### src/rtl/common_bus_datapath.sv
// common_bus_datapath
// Shared 8-bit bus datapath driven by the microcode sequencer: PC, IR,
// register-select latch, 8-entry register file, ALU source registers, ALU
// and Z/C flags. Every state element loads from the one bus value present at
// the clock edge; IR loads from the instruction memory instead.
// Optional build macro: CB_R0_ZERO_EN -- rf[0] reads as zero and ignores
// writes. Without the macro rf[0] is an ordinary register.
module common_bus_datapath #(
    parameter int DATA_W  = 8,
    parameter int IR_W    = 16,
    parameter int PC_INCR = 4
) (
    input  logic              clock,
    input  logic              reset,
    input  logic [2:0]        data_bus_sel,
    input  logic              pc_load_en,
    input  logic              ir_load_en,
    input  logic              rf_write_read,
    input  logic              alu_src1_load_en,
    input  logic              alu_src2_load_en,
    input  logic              sel_field_load_en,
    input  logic [IR_W-1:0]   imem_rdata,
    output logic [DATA_W-1:0] imem_addr,
    output logic              imm_instruction,
    output logic [DATA_W-1:0] data_bus,
    output logic              flag_z,
    output logic              flag_c
);

    // Bus source encoding
    localparam logic [2:0] BUS_ZERO      = 3'd0;
    localparam logic [2:0] BUS_IR_R1     = 3'd1;
    localparam logic [2:0] BUS_IR_R2     = 3'd2;
    localparam logic [2:0] BUS_IR_RD     = 3'd3;
    localparam logic [2:0] BUS_RF        = 3'd4;
    localparam logic [2:0] BUS_ALU       = 3'd5;
    localparam logic [2:0] BUS_PC_PLUS_4 = 3'd6;
    localparam logic [2:0] BUS_RSV       = 3'd7;

    // ALU operation encoding (IR[15:13])
    localparam logic [2:0] OP_ADD  = 3'd0;
    localparam logic [2:0] OP_SUB  = 3'd1;
    localparam logic [2:0] OP_AND  = 3'd2;
    localparam logic [2:0] OP_OR   = 3'd3;
    localparam logic [2:0] OP_XOR  = 3'd4;
    localparam logic [2:0] OP_SLL  = 3'd5;
    localparam logic [2:0] OP_SRL  = 3'd6;
    localparam logic [2:0] OP_PASS = 3'd7;

    logic [DATA_W-1:0] pc_r;
    logic [IR_W-1:0]   ir_r;
    logic [2:0]        sel_r;
    logic [DATA_W-1:0] src1_r;
    logic [DATA_W-1:0] src2_r;
    logic [DATA_W-1:0] rf_r [0:7];
    logic              flag_z_r;
    logic              flag_c_r;

    logic [2:0]        alu_op_s;
    logic              imm_s;
    logic [DATA_W-1:0] ir_r1_s;
    logic [DATA_W-1:0] ir_r2_s;
    logic [DATA_W-1:0] ir_rd_s;
    logic [DATA_W-1:0] rf_rd_s;
    logic [DATA_W:0]   alu_res_s;
    logic [DATA_W-1:0] pc_plus_s;
    logic [DATA_W-1:0] bus_s;
    logic              rf_we_s;
    logic              flag_we_s;

    // IR field decode; all fields come from the registered IR so they are
    // stable for the whole cycle after the IR load
    assign alu_op_s  = ir_r[15:13];
    assign imm_s     = ir_r[12];
    assign ir_rd_s   = {{(DATA_W-3){1'b0}}, ir_r[11:9]};
    assign ir_r1_s   = {{(DATA_W-3){1'b0}}, ir_r[8:6]};
    assign pc_plus_s = pc_r + DATA_W'(PC_INCR);

    // Second-operand field: full 6-bit immediate or 3-bit register index
    always_comb begin
        if (imm_s) begin
            ir_r2_s = {{(DATA_W-6){1'b0}}, ir_r[5:0]};
        end else begin
            ir_r2_s = {{(DATA_W-3){1'b0}}, ir_r[2:0]};
        end
    end

`ifdef CB_R0_ZERO_EN
    // Register file read port with r0 hard-wired to zero
    always_comb begin
        if (sel_r == 3'd0) begin
            rf_rd_s = '0;
        end else begin
            rf_rd_s = rf_r[sel_r];
        end
    end

    // Writes aimed at r0 are dropped
    assign rf_we_s = rf_write_read && (sel_r != 3'd0);
`else
    // Register file read port, no write-through bypass
    assign rf_rd_s = rf_r[sel_r];
    assign rf_we_s = rf_write_read;
`endif

    // ALU with a carry/borrow bit above the data width; logic ops and shifts
    // leave that bit clear by construction
    always_comb begin
        alu_res_s = '0;
        case (alu_op_s)
            OP_ADD:  alu_res_s = {1'b0, src1_r} + {1'b0, src2_r};
            OP_SUB:  alu_res_s = {1'b0, src1_r} - {1'b0, src2_r};
            OP_AND:  alu_res_s = {1'b0, src1_r & src2_r};
            OP_OR:   alu_res_s = {1'b0, src1_r | src2_r};
            OP_XOR:  alu_res_s = {1'b0, src1_r ^ src2_r};
            OP_SLL:  alu_res_s = {1'b0, src1_r << src2_r[2:0]};
            OP_SRL:  alu_res_s = {1'b0, src1_r >> src2_r[2:0]};
            OP_PASS: alu_res_s = {1'b0, src2_r};
            default: alu_res_s = '0;
        endcase
    end

    // Shared bus source mux; the reserved code drives zero
    always_comb begin
        bus_s = '0;
        case (data_bus_sel)
            BUS_ZERO:      bus_s = '0;
            BUS_IR_R1:     bus_s = ir_r1_s;
            BUS_IR_R2:     bus_s = ir_r2_s;
            BUS_IR_RD:     bus_s = ir_rd_s;
            BUS_RF:        bus_s = rf_rd_s;
            BUS_ALU:       bus_s = alu_res_s[DATA_W-1:0];
            BUS_PC_PLUS_4: bus_s = pc_plus_s;
            BUS_RSV:       bus_s = '0;
            default:       bus_s = '0;
        endcase
    end

    // Flags only capture an ALU result that is being written back
    assign flag_we_s = rf_write_read && (data_bus_sel == BUS_ALU);

    // PC, IR, select latch and ALU source registers
    always_ff @(posedge clock) begin
        if (reset) begin
            pc_r   <= '0;
            ir_r   <= '0;
            sel_r  <= 3'd0;
            src1_r <= '0;
            src2_r <= '0;
        end else begin
            if (pc_load_en) begin
                pc_r <= bus_s;
            end
            if (ir_load_en) begin
                ir_r <= imem_rdata;
            end
            if (sel_field_load_en) begin
                sel_r <= bus_s[2:0];
            end
            if (alu_src1_load_en) begin
                src1_r <= bus_s;
            end
            if (alu_src2_load_en) begin
                src2_r <= bus_s;
            end
        end
    end

    // Register file write; indexed by the select value before this edge
    always_ff @(posedge clock) begin
        if (reset) begin
            for (int i = 0; i < 8; i++) begin
                rf_r[3'(i)] <= '0;
            end
        end else begin
            if (rf_we_s) begin
                rf_r[sel_r] <= bus_s;
            end
        end
    end

    // Zero and carry flags
    always_ff @(posedge clock) begin
        if (reset) begin
            flag_z_r <= 1'b0;
            flag_c_r <= 1'b0;
        end else begin
            if (flag_we_s) begin
                flag_z_r <= (alu_res_s[DATA_W-1:0] == '0);
                flag_c_r <= alu_res_s[DATA_W];
            end
        end
    end

    assign imem_addr       = pc_r;
    assign imm_instruction = ir_r[12];
    assign data_bus        = bus_s;
    assign flag_z          = flag_z_r;
    assign flag_c          = flag_c_r;

endmodule
### config.mk
export PLATFORM = sky130hd
export DESIGN_NAME = common_bus_datapath
export DESIGN_NICKNAME = d
export VERILOG_FILES = /design/src/rtl/common_bus_datapath.sv
export SDC_FILE = /design/constraint.sdc
export NUM_CORES = 1
export LEC_CHECK = 0
export BUFFER_PORTS_ARGS = -buffer_cell sky130_fd_sc_hd__buf_2
export CAP_MARGIN = 20
export CORE_MARGIN = 3
export CORE_UTILIZATION = 65
export DETAILED_ROUTE_END_ITERATION = 16
export GPL_ROUTABILITY_DRIVEN = 0
export GPL_TIMING_DRIVEN = 1
export PLACE_DENSITY_LB_ADDON = 0.2
export SYNTH_ARGS = -nofsm -noshare
export SYNTH_HDL_FRONTEND = slang
export SYNTH_SLANG_ARGS = --single-unit
### constraint.sdc
create_clock -name clock -period 8.7 [get_ports clock]
set_input_delay 1.305 -clock clock [delete_from_list [all_inputs] [get_ports clock]]
set_output_delay 1.305 -clock clock [all_outputs]
set_load 0.005 [all_outputs]
### After elaboration in Yosys (flattened, before gate mapping)

Memories as Yosys holds them, arrays and structs flattened. A register that Yosys moved wholly into a read port is not among the register bits.
Cells that the tools add are included.

* reduce and logical (&&, ||, !) cells: 6
* shifts and indexed selects: 2
* multipliers: 0
* bitwise logic cells: 3
* div/mod/pow operators: 0
* eq/ne operators: 14
* multiplexer cells: 13
* magnitude comparators: 0
* $add $sub $neg: 3

Operators by type and width (number)
* one-hot mux 9 bit (8 select lines): 1
* one-hot mux 8 bit (7 select lines): 1
* equality test 3 bit (second input constant): 8
* equality test 3 x 2 -> 1 bit (second input constant): 4
* adder 8 x 8 -> 9 bit: 1
* 2-to-1 mux 3 bit: 3
* subtractor 8 x 8 -> 9 bit: 1
* adder 8 x 3 -> 8 bit (second input constant): 1
* bitwise AND 8 bit: 1
* logical NOT 8 bit: 1
* 2-to-1 mux 8 bit: 1
* OR 8 bit: 1
* OR reduction 8 bit: 1
* left shift 8 x 3 -> 8 bit: 1
* right shift 8 x 3 -> 8 bit: 1
* bitwise XOR 8 bit: 1
* equality test 3 x 1 -> 1 bit (second input constant): 2
* logical NOT 3 bit: 2
* 2-to-1 mux 1 bit: 6
* 2-to-1 mux 6 bit: 1
* OR reduction 2 bit: 1
* logical AND 1 bit: 1

* memories kept: 1
* register bits after elaboration: 45
* latch bits: 0
* memory bits (read-only): 0
* input bits: 27
* RAM bits: 64
* word-level logic and storage cells: 49

Memory list
* rf_r: depth 8, bits a word 8, read ports 1, clocked after Yosys merged registers in 1, wr ports 8, RTL line 55 `logic [DATA_W-1:0] rf_r [0:7];`

### Logic depth before layout (Yosys ltp)

* depth after elaboration: 5
* mapped depth: 16
* mapped depth without buffers: 13

### Least setup slack after synthesis

No wires, ideal clock.

* path type: reg2out
* start: register src2_r[0]
* end: output port data_bus[6]
* cell stages (with the launch flop): 14
* path slack: 4.556 ns
* arrival: 2.839 ns
* required time: 7.395 ns
* cells stage by stage: dfxtp_1 buf_6 clkinv_1 ha_1 a21oi_1 xnor2_1 ha_1 nor2b_1 o31a_1 o31a_1 mux2_2 o311a_1 o21ai_4 inv_2

* longest elaborated chain between the ends: 3
* elaborated cells between the ends (all ways): 6
* classes of those cells: add/sub (2); shift (2); mux (2)

Ends and longest elaborated chain
* start, declared: RTL line 54 `logic [DATA_W-1:0] src2_r;`
* start signal, assigned: RTL line 164 `src2_r <= bus_s;`
* subtractor 8 x 8 -> 9 bit, or another cell as far along: RTL line 112 `OP_SUB: alu_res_s = {1'b0, src1_r} - {1'b0, src2_r};`
* one-hot mux 9 bit (8 select lines) *: RTL line 110 `case (alu_op_s)`
* one-hot mux 8 bit (7 select lines) *: RTL line 126 `case (data_bus_sel)`
* end, declared: RTL line 25 `output logic [DATA_W-1:0] data_bus,`

Mark *: on every way between the ends. The rest lies on a longest branch, timed or not.

### Worst setup path after layout

Ends and elaborated chain as after synthesis.

==> results by group <==
Synthesis
  – Synth Instances: 632
  – Synth top area cells: edfxtp_1 29%, dfxtp_1 14%, mux4_2 7.8%, nor2_1 6.4%, ha_1 5.1%
  – Synth Warn #: 0
  – Netlist cell types: 77
  – Synth top area share: 0.2896
  – Post-synth ARST share: 0
  – Top FF cell, synth: edfxtp_1
  – Post-synth EDFFs: 64
  – Syn avg cell area: 10.50 sq um
  – Cell Area, Synth: 6635 sq um
  – Area leader, netlist: edfxtp_1
  – Register bit total from synthesis: 112
  – Syn Nets: 687
  – Seq/Total Area, Yosys: 0.4345

Power
  – Pwr Density: 167.0 nW/um^2
  – VDD IR max: 0.1013 mV
  – Sw frac: 0.3046
  – Pwr Total: 1168 uW
  – Combinational power share: 0.222
  – Psw: 355.8 uW
  – Sequential share of power: 0.526
  – Clock share of power: 0.252
  – Internal: 812.1 uW
  – Pleak: 0.002655 uW

Clock tree
  – Worst-path clk slew: 110 ps
  – # clock sinks: 112
  – CTS Buf Count: 9
  – Clock buffer depth: 2
  – Post-CTS setup buffer count: 0
  – Hold buffers post-CTS: 0
  – Clock Tree Root: clkbuf_8
  – Clock Latency Late Sink: 390 ps
  – CTS tree: yes
  – H-Tree Level Count: 3
  – Post_cts resized: 0

Global route
  – GRT Overall Usage: 0.2932
  – Vias in the first global route: 4862
  – Initial antenna violation count: 0
  – Gr ovfl total: 0
  – Largest net degree at the start of global routing: 61
  – First-pass GRT wire length: 25.78 mm

Floorplanning
  – Core area: 9864 sq um
  – Initial core utilization: 0.6726
  – Vert. Die Dim: 107.0 um
  – DIE AREA: 11460 sq um
  – Number of I/O pins: 46
  – Die X: 107.0 um
  – Core Rows: 36

Layout
  – Most frequent cells in the layout: 113 x nor2_1, 64 x edfxtp_1, 48 x dfxtp_1
  – # nets final: 709
  – Post-route insts no fill: 792
  – Fill count: 720
  – Most common cell after layout, fill and taps aside: nor2_1
  – Area delta synth->final: 5.412%
  – ANT cells: 0
  – Share of cells above drive strength 1: 0.1851

STA
  – Final min period: 5631 ps
  – Final Setup Violations: 0
  – Fmax: 177.6 MHz
  – Relative slew slack: 0.3166
  – Worst Skew: 24.98 ps
  – RSZ-0062 raised after global routing: no
  – Final hold violation count: 0
  – Final Max Tran Viols: 0
  – Fin Hold WS: 497.7 ps
  – Worst slew pin tran: 1025 ps
  – Final period util: 0.6472
  – Total Negative Setup Slacks: 0 ps

Place
  – DP Cell Count: 776
  – Port bufs: 45
  – DP Wirelength: 11.73 mm

Drt
  – DRC Markers: 0
  – WL final: 16.06 mm
  – Initial DRT Pass Iterations: 5
  – Wire per inst: 20.28 um
  – Vias/cell: 6.403
  – Initial drt markers: 559
  – Post-DRT Antenna Nets: 0
  – DR vias: 5071

Critical path
  – Crit Path Class: reg -> out
  – R2R Path Start: src2_r[0]
  – Critical path data required time: 7390 ps
  – Critical Path Source Type: flop
  – Crit-path max FO: 21
  – Crit path launch: src2_r[0]
  – Critical path endpoint category: output port
  – CP arrival: 4330 ps

Min path
  – Hold/Removal Path Class: reg -> reg
  – Hold path start: flag_z

Job
  – Max Cap Violations: 0

Status
  – Status: finished, final reports clean
## path summary, 6_finish.rpt
check	endpoint	slack (ps)	cells past startpoint
setup / recovery	data_bus[6]	3070	13
hold / removal	flag_z	500	2
setup reg to reg	rf_r[7][6]	4590	12
hold reg to reg	flag_z	500	2
## cell families after synthesis
group / Yosys count / synth area share
buffers and inverters: 71 / 0.05601
muxes: 58 / 0.1354
AOI/OAI and AO/OA: 123 / 0.1437
DFF: 112 / 0.4345
xor gates and xnor gates: 12 / 0.01584
and+or+nand+nor: 228 / 0.1607
adders and majority gates: 28 / 0.05393
## cells in the mapped netlist, types with 3 or more instances
master / instances
ha_1: 27
o211ai_1: 5
inv_2: 7
nor3_1: 3
and3_1: 3
nand4_1: 3
a21o_1: 7
clkbuf_1: 15
nand3b_1: 3
o31ai_1: 4
nor2_1: 113
o21ai_1: 6
a32o_1: 3
buf_2: 10
nand2b_1: 32
nand2_1: 34
dfxtp_1: 48
mux4_2: 23
o22ai_1: 15
nand3_1: 11
buf_6: 9
nor2b_1: 13
o21ai_0: 9
a31oi_1: 5
mux2i_1: 23
a211oi_1: 9
inv_1: 24
a211oi_2: 3
o311a_1: 3
edfxtp_1: 64
a21oi_1: 14
o21a_1: 4
and2_1: 3
o32ai_1: 6
xnor2_1: 10
mux2_2: 10
## metal layers
layer  track usage  wire length (um)  vias up
met3       0.05840              1347       29
met2        0.4410              7423      248
met5             0                 0        -
met1        0.4322              7034     2442
met4       0.08767               257        0
li1              -                 -     2352
## flip-flops by register name, summed over array words and instances, names as in the netlist, named ones only
register,flops
flag_c,1
ir_r,16
sel_r,3
src2_r,8
rf_r,64
imem_addr,8
flag_z,1
src1_r,8
## critical path: stages, from the launching register on
cell	delay, ps
dfxtp_1	930
clkinv_1	430
ha_1	360
a21oi_1	150
xnor2_1	80
ha_1	360
nor2b_1	160
o31a_1	250
o31a_1	270
mux2_2	300
o311a_1	180
o21ai_4	290
inv_2	60
buf_2	130
## power by group through the flow
stage | logic, uW | registers (uW) | clock network, uW
2_1_floorplan | 207 | 608 | 0
3_5_place_dp | 255 | 626 | 0
6_report | 259 | 614 | 294
3_3_place_gp | 247 | 624 | 0
4_1_cts | 255 | 614 | 297
5_1_grt | 281 | 618 | 321
## through the flow
stage / worst slack (ps) / area [sq um] / utilization
final: 3069 / 6994 / 0.7090
after global routing: 2743 / 6994 / 0.7090
after CTS: 3066 / 6994 / 0.7090
after detailed placement: 3475 / 6813 / 0.6906
after global placement: 3596 / 6813 / 0.6906
after floorplan: 4556 / 6635 / -
## area by class of cell
class                   instances  area [sq um]  share of cell area
flip-flops and latches        112          2883              0.4122
clock buffers                  11         141.4             0.02021
clock inverters                 5         40.04            0.005725
well taps                     133         166.4             0.02379
multi-input cells             449          3381              0.4834
inverters                      32         120.1             0.01717
repair buffers                 50         262.8             0.03757
No activity file was read; power rests on OpenSTA's default activity.
